==> src/rtl/lcd_cmd_sequencer.sv <==
// Host-side command scheduler for the LCD image controller: queues host opcodes, filters
// illegal ones and issues them one at a time while the controller is idle.
module lcd_cmd_sequencer #(
    parameter int unsigned DEPTH  = 8,
    parameter int unsigned ACK_TO = 4,
    parameter int unsigned CNT_W  = 8
) (
    input  logic             clk,
    input  logic             reset,
    input  logic [3:0]       host_cmd,
    input  logic             host_push,
    output logic             host_full,
    input  logic             lcd_busy,
    input  logic             lcd_done,
    output logic [3:0]       lcd_cmd,
    output logic             lcd_cmd_valid,
    output logic             seq_idle,
    output logic             seq_done,
    output logic [CNT_W-1:0] issued_cnt,
    output logic [7:0]       drop_cnt
);

    localparam int unsigned AW = $clog2(DEPTH);
    localparam int unsigned TW = $clog2(ACK_TO) + 1;
    localparam logic [AW:0] FULL_CNT = (AW + 1)'(DEPTH);
    localparam logic [3:0]  MAX_OP   = 4'd11;

    typedef enum logic [2:0] {
        S_BOOT,
        S_IDLE,
        S_ISSUE,
        S_WAIT_ACK,
        S_WAIT_DONE,
        S_FINISH
    } state_t;

    logic [3:0]       mem_q [DEPTH];
    logic [AW-1:0]    wr_ptr_q, rd_ptr_q;
    logic [AW:0]      count_q, count_d;
    state_t           state_q, state_d, cmpl_state;
    logic [TW-1:0]    timer_q, timer_d;
    logic [3:0]       lcd_cmd_q, lcd_cmd_d;
    logic             valid_q, valid_d;
    logic             host_full_q, host_full_d;
    logic             seq_idle_q, seq_idle_d;
    logic             seq_done_q, seq_done_d;
    logic [CNT_W-1:0] issued_q, issued_d;
    logic [7:0]       drop_q, drop_d;
    logic             push_ok, push_drop, pop;

    // host_full is registered, so a push against a full FIFO is dropped even if a pop
    // frees a slot on the same edge; an empty FIFO never bypasses to the issue path.
    always_comb begin
        push_ok   = host_push && !host_full_q && (host_cmd <= MAX_OP);
        push_drop = host_push && !push_ok;
        pop       = (state_q == S_IDLE) && (count_q != '0) && !lcd_busy;
        count_d   = count_q;
        if (push_ok && !pop) begin
            count_d = count_q + (AW + 1)'(1);
        end else if (pop && !push_ok) begin
            count_d = count_q - (AW + 1)'(1);
        end
    end

    // A WRITE only closes the session once the controller reports write-back done.
    always_comb begin
        if (lcd_cmd_q != 4'd0) begin
            cmpl_state = S_IDLE;
        end else if (lcd_done) begin
            cmpl_state = S_FINISH;
        end else begin
            cmpl_state = S_WAIT_DONE;
        end
    end

    always_comb begin
        state_d = state_q;
        timer_d = timer_q;
        case (state_q)
            S_BOOT: begin
                if (!lcd_busy) state_d = S_IDLE;
            end
            S_IDLE: begin
                if (pop) state_d = S_ISSUE;
            end
            S_ISSUE: begin
                timer_d = '0;
                state_d = S_WAIT_ACK;
            end
            S_WAIT_ACK: begin
                if (lcd_busy) begin
                    state_d = S_WAIT_DONE;
                end else if (timer_q == TW'(ACK_TO - 1)) begin
                    state_d = cmpl_state;
                end else begin
                    timer_d = timer_q + TW'(1);
                end
            end
            S_WAIT_DONE: begin
                if (!lcd_busy) state_d = cmpl_state;
            end
            S_FINISH: begin
                state_d = S_FINISH;
            end
            default: begin
                state_d = S_BOOT;
            end
        endcase
    end

    always_comb begin
        lcd_cmd_d   = pop ? mem_q[rd_ptr_q] : lcd_cmd_q;
        valid_d     = pop;
        issued_d    = pop ? issued_q + CNT_W'(1) : issued_q;
        drop_d      = (push_drop && (drop_q != 8'hFF)) ? drop_q + 8'd1 : drop_q;
        seq_done_d  = seq_done_q || (state_d == S_FINISH);
        host_full_d = (count_d == FULL_CNT) || seq_done_d;
        seq_idle_d  = (state_d == S_IDLE) && (count_d == '0);
    end

    always_ff @(posedge clk) begin
        if (!reset) begin
            state_q     <= S_BOOT;
            wr_ptr_q    <= '0;
            rd_ptr_q    <= '0;
            count_q     <= '0;
            timer_q     <= '0;
            lcd_cmd_q   <= '0;
            valid_q     <= 1'b0;
            host_full_q <= 1'b0;
            seq_idle_q  <= 1'b0;
            seq_done_q  <= 1'b0;
            issued_q    <= '0;
            drop_q      <= '0;
        end else begin
            state_q     <= state_d;
            wr_ptr_q    <= push_ok ? wr_ptr_q + AW'(1) : wr_ptr_q;
            rd_ptr_q    <= pop ? rd_ptr_q + AW'(1) : rd_ptr_q;
            count_q     <= count_d;
            timer_q     <= timer_d;
            lcd_cmd_q   <= lcd_cmd_d;
            valid_q     <= valid_d;
            host_full_q <= host_full_d;
            seq_idle_q  <= seq_idle_d;
            seq_done_q  <= seq_done_d;
            issued_q    <= issued_d;
            drop_q      <= drop_d;
        end
    end

    always_ff @(posedge clk) begin
        if (reset && push_ok) begin
            mem_q[wr_ptr_q] <= host_cmd;
        end
    end

    assign host_full     = host_full_q;
    assign lcd_cmd       = lcd_cmd_q;
    assign lcd_cmd_valid = valid_q;
    assign seq_idle      = seq_idle_q;
    assign seq_done      = seq_done_q;
    assign issued_cnt    = issued_q;
    assign drop_cnt      = drop_q;

endmodule
==> config.mk <==
export PLATFORM = sky130hd
export DESIGN_NAME = lcd_cmd_sequencer
export DESIGN_NICKNAME = d
export VERILOG_FILES = /design/src/rtl/lcd_cmd_sequencer.sv
export SDC_FILE = /design/constraint.sdc
export NUM_CORES = 1
export LEC_CHECK = 0
export ABC_AREA = 0
export CAP_MARGIN = 30
export CORE_AREA = 4 4 75 84
export DETAILED_ROUTE_END_ITERATION = 7
export DIE_AREA = 0 0 79 88
export DONT_BUFFER_PORTS = 1
export GPL_ROUTABILITY_DRIVEN = 0
export PLACE_DENSITY = 0.85
export SLEW_MARGIN = 20
export SYNTH_ARGS = -nofsm -noshare
export SYNTH_HDL_FRONTEND = slang
export SYNTH_SLANG_ARGS = --single-unit
==> constraint.sdc <==
create_clock -name clk -period 2.7 [get_ports clk]
set_input_delay 0.405 -clock clk [delete_from_list [all_inputs] [get_ports clk]]
set_output_delay 0.405 -clock clk [all_outputs]
set_load 0.02 [all_outputs]
# Word level (Yosys, flattened, before mapping)
# Memories as Yosys holds them, arrays and structs flattened. A register that Yosys moved wholly into a read port is not among the register bits.
# Index checks and enable logic that the tools add are counted.
[totals]
reg_bits = 36
mem_bits_rw = 32
inputBits = 9
out_inout_bits = 24
wordCells = 70
mem_count = 1
[op_classes]
addsub = 7
magnitude_cmp = 1
eq_ne = 12
mux = 15
reduce_logical = 23
[memory_table]
columns = ["name", "depth", "width", "read_ports", "rd_clocked_by_memory_dff", "wr", "line", "source"]
rows = [
  ["mem_q", 8, 4, 1, 1, 1, "37", "logic [3:0] mem_q [DEPTH];"],
]
[op_table]
columns = ["cell", "n"]
rows = [
  ["3-bit 2-to-1 mux", 8],
  ["3-bit case mux with 6 select lines", 1],
  ["8-bit by 1-bit adder with 8-bit output (second input constant)", 2],
  ["1-bit logical AND", 10],
  ["3-bit by 1-bit adder with 3-bit output (second input constant)", 3],
  ["3-bit by 2-bit == test with 1-bit output (second input constant)", 3],
  ["3-bit == test (second input constant)", 3],
  ["4-bit 2-to-1 mux", 2],
  ["8-bit inequality test (second input constant)", 1],
  ["4-bit nonzero test", 2],
  ["3-bit by 1-bit == test with 1-bit output (second input constant)", 2],
  ["3-bit case mux with 2 select lines", 1],
  ["1-bit logical NOT", 5],
  ["4-bit by 1-bit adder with 4-bit output (second input constant)", 1],
  ["4-bit == test (second input constant)", 1],
  ["4-bit less-or-equal comparator (second input constant)", 1],
  ["4-bit logical NOT", 1],
  ["2-bit inequality test (second input constant)", 2],
  ["4-bit by 1-bit subtractor with 4-bit output (second input constant)", 1],
  ["3-bit logical NOT", 1],
  ["1-bit 2-to-1 mux", 3],
  ["3-bit AND reduction", 1],
  ["1-bit logical OR", 2],
  ["2-bit nonzero test", 1],
]

# Longest topological paths before layout
[logic_depth]
depth_word = 9
depth_mapped = 7
mapped_depth_nobuf = 7

# Worst setup path after synthesis
# No wires, ideal clock.
[synth_timing]
kind = "input-to-reg"
startpoint = "input lcd_busy"
endpoint = "register host_full_q, in the netlist host_full"
setup_ns = 0.139
t_arrival_ns = 1.913
required_ns = 2.561
setup_slack_ns = 0.648
cell_stages = 7
n_path_buf = 2
path_cell_list = "buf_6 -> or4b_1 -> buf_2 -> a211oi_4 -> nor4_1 -> o31ai_1 -> o32ai_1"
[synth_between]
elab_chain_cells = 7
elab_cells_between_ends = 16
[synth_lines]
columns = ["item", "line", "source"]
rows = [
  ["start, declared", "13", "input logic lcd_busy,"],
  ["1-bit logical NOT", "-", ""],
  ["1-bit logical AND", "56", "pop = (state_q == S_IDLE) && (count_q != '0) && !lcd_busy;"],
  ["3-bit 2-to-1 mux (tied with other cells)", "84", "if (pop) state_d = S_ISSUE;"],
  ["3-bit case mux with 6 select lines (tied with other cells)", "79", "case (state_q)"],
  ["3-bit == test or 4-bit 2-to-1 mux (tied branches)", "116, 58", ""],
  ["1-bit logical OR or 4-bit == test (tied branches)", "116, 117", ""],
  ["1-bit logical OR *", "117", "host_full_d = (count_d == FULL_CNT) || seq_done_d;"],
  ["end signal, assigned", "143", "host_full_q <= host_full_d;"],
  ["end, declared", "44", "logic host_full_q, host_full_d;"],
]
# Mark *: on every way between the ends. The rest lies on a longest branch, timed or not.
# A chain may end at the register's enable or synchronous reset.

# Final worst setup path
[layout_timing]
startpoint = "register state_q[0]"
endpoint = "register seq_idle_q, in the netlist seq_idle"
[layout_between]
elab_chain_cells = 8
elab_cells_between_ends = 22
[layout_lines]
columns = ["item", "line", "source"]
rows = [
  ["start, declared", "40", "state_t state_q, state_d, cmpl_state;"],
  ["start signal, assigned", "136", "state_q <= state_d;"],
  ["parallel branches: the longest is 7 deep, another holds 3-bit case mux with 6 select lines", "-", ""],
  ["1-bit logical AND *", "118", "seq_idle_d = (state_d == S_IDLE) && (count_d == '0);"],
  ["end signal, assigned", "144", "seq_idle_q <= seq_idle_d;"],
  ["end, declared", "45", "logic seq_idle_q, seq_idle_d;"],
]
# Mark *: on every way between the ends.

==> reports/qor.txt <==
MaxCap Viol Count: 0
Tightest Pin Transition: 0.7512 ns
Setup Buffers After CTS: 0
Post-CTS resize count: 0
Via count: 2150
Clk sinks: 72
Slew Limit Fails: 0
Cts hold-fix bufs: 0
Total GRT Usage: 0.1938
Crit. Startpoint: state_q[0]$_SDFF_PN0_
Top FF cell, synth: dfxtp_1
Req. time, crit path: 2.96 ns
Status: completed
Final setup viols: 0
Met2 wire length: 3050 um
Final hold violation count: 0
Root Driver: clkbuf_8
Ys Warns: 0
Worst hold path class: primary input to flip-flop
R2r endpoint: seq_idle$_SDFF_PN0_
EDFF count, synth: 32
Ys async rst share: 0
Die area: 0.006952 sq mm
Delay of the slowest critical-path stage: 0.65 ns
Synth Register Bits: 72
Initial Util: 0.5923
Placed Cells: 358
Layout cell share with drive strength beyond 1: 0.1304
Iteration-0 DRC count of the detailed router: 178
Met1 wire length: 2524 um
Mean Syn Cell Area: 11.13 sq um
Final Skew: 0.01004 ns
RR Startpoint: state_q[0]$_SDFF_PN0_
N_diodes: 0
Reg2reg path depth: 5
Top-count cell post-synth: dfxtp_1
Relative slew slack: 0.4992
DIE HEIGHT: 88 um
Worst slack, placed: 0.4025 ns
Setup WS post-layout: 0.3579 ns
Buffers on Ports: 0
Util after Layout: 0.6489
Vias in the first global route: 2182
Area Growth Syn to Fin: 9.554%
# H-tree levels: 3
Commonest cells in the netlist: dfxtp_1 (40), nor2_1 (39), edfxtp_1 (32)
Total power: 2408 uW
Crit path time final: 2.342 ns
Remaining DRCs: 0
Post-DP HPWL: 4297 um
Global-route congestion overflow total: 0
# IOs: 33
CTS buffer count: 9
Crit-path cells: or4b_1, o211a_1, nor4_1, o31ai_1, nor4b_2
Crit path kind: flip-flop to flip-flop
Final setup TNS: 0 ns
Die Wd: 79 um
Main area contributors after synthesis: edfxtp_1 (30%), dfxtp_1 (25%), mux4_2 (5.6%), nor2_1 (4.6%), ha_1 (3.1%)
Routed len/inst: 16.14 um
Final period util: 0.8674
FF-to-FF setup slack: 0.36 ns
Largest net degree at the start of global routing: 18
TritonCTS clock tree: yes
Crit path max fanout: 14
Unrepaired setup endpoints after global routing: no
Mapped cell area: 0.003196 sq mm
First-pass GRT wire length: 10350 um
Peak supply drop: 0.0003609 V
Slowest stage cell, crit path: or4b_1
Syn Inst Count: 287
Fin cells: 374
Worst skew pair latency: 0.35 ns
Worst Path Arrival: 2.60 ns
CP endpoint kind: flip-flop
CP Capture Point: seq_idle$_SDFF_PN0_
Net count reported at finish: 311
HP Start: host_cmd[1]
Seq/Total Area, Yosys: 0.5513
Unique masters post-synth: 49
Leak pwr: 0.001165 uW
Synth top area share: 0.3007
Clk pin slew, worst setup/hold paths: 0.08 ns
Detail Route met3 WL: 362 um
Worst hold path cell count: 0
Fmax: 0.4270 GHz
Syn_nets: 304
Post-synth top area cell: edfxtp_1
DRT Wirelength: 6037 um
Pre-Repair DR Iteration Count: 4
Vias per inst: 5.749
DR top layer: met4
P per Cell Area: 687.8 mW/mm^2
Core area: 0.005395 sq mm
Startpoint types: flip-flop
Initial antenna violation count: 0
DRT antenna net count: 0
Row cnt: 28
Largest buffer count on any clock path: 2
power by group:
| group | internal [uW] | switching, uW | leakage (uW) |
|---|---|---|---|
| registers | 1180 | 77.6 | 0.000613 |
| clock network | 444 | 435 | 0.000103 |
| logic | 120 | 154 | 0.000449 |
| total | 1740 | 667 | 0.00117 |
registers in the layout, indices dropped and copies added, names as in the netlist, 3 cells and up:
signal	flops
wr_ptr_q	3
timer_q	3
mem_q	32
drop_cnt	8
rd_ptr_q	3
count_q	4
lcd_cmd	4
state_q	3
issued_cnt	8
through the flow:
stage	hold WS, ns	instance area, sq um
after floorplan	0.4400	3196
after CTS	0.1342	3501
after detailed placement	0.4597	3293
after global routing	0.1145	3501
after global placement	0.4494	3293
final	0.1471	3501
kinds of logic (layout without fill, tap and decap cells):
logic type	Yosys count	after routing	synth area share
AND/OR/NAND/NOR	117	117	0.1809
flip-flops	72	72	0.5513
AO/OA/AOI/OAI	38	38	0.08692
buffers and inverters	21	33	0.02819
XOR/XNOR	18	18	0.04933
multiplexers	13	13	0.07204
adder cells (fa/ha/maj)	8	8	0.03132
metal layers:
layer,vias to the layer above,global-route usage
met5,-,0
met4,0,0.07344
met3,10,0.06379
met2,64,0.3247
met1,1013,0.2336
li1,1063,-
cells in the final DEF, fill, tap and decap left out, drive strengths merged, types with 3 or more instances in the layout:
| master | n |
|---|---|
| buf | 8 |
| a211oi | 7 |
| nand2b | 4 |
| clkbuf | 9 |
| nor4 | 5 |
| o21ai | 5 |
| mux2i | 5 |
| ha | 8 |
| nand2 | 24 |
| nor3 | 12 |
| dfxtp | 40 |
| xor2 | 8 |
| mux4 | 8 |
| and2 | 3 |
| o211ai | 3 |
| edfxtp | 32 |
| nand4 | 4 |
| a21oi | 14 |
| nor2 | 40 |
| nand3 | 12 |
| xnor2 | 10 |
| inv | 12 |
final cells by class:
class	instances	area [sq um]
Clock buffer	9	123.9
Clock inverter	7	83.83
Fill cell	412	1894
Inverter	9	33.78
Multi-Input combinational cell	194	1344
Sequential cell	72	1762
Tap cell	75	93.84
Timing Repair Buffer	8	60.06
critical path: cells and delay by family, from the launching register on:
kind	cells	cell delay, ns
flops	1	0.55
simple gates	3	1.23
compound gates	2	0.48
worst min path at each step:
stage | to | slack [ns]
after CTS | mem_q[5][1]$_DFFE_PP_ | 0.13
after floorplan | timer_q[1]$_SDFFE_PN0P_ | 0.44
after global routing | mem_q[3][2]$_DFFE_PP_ | 0.11
after detailed placement | timer_q[1]$_SDFFE_PN0P_ | 0.46
final | mem_q[5][1]$_DFFE_PP_ | 0.15
after global placement | timer_q[1]$_SDFFE_PN0P_ | 0.45
(Power assumes the default switching activity.)
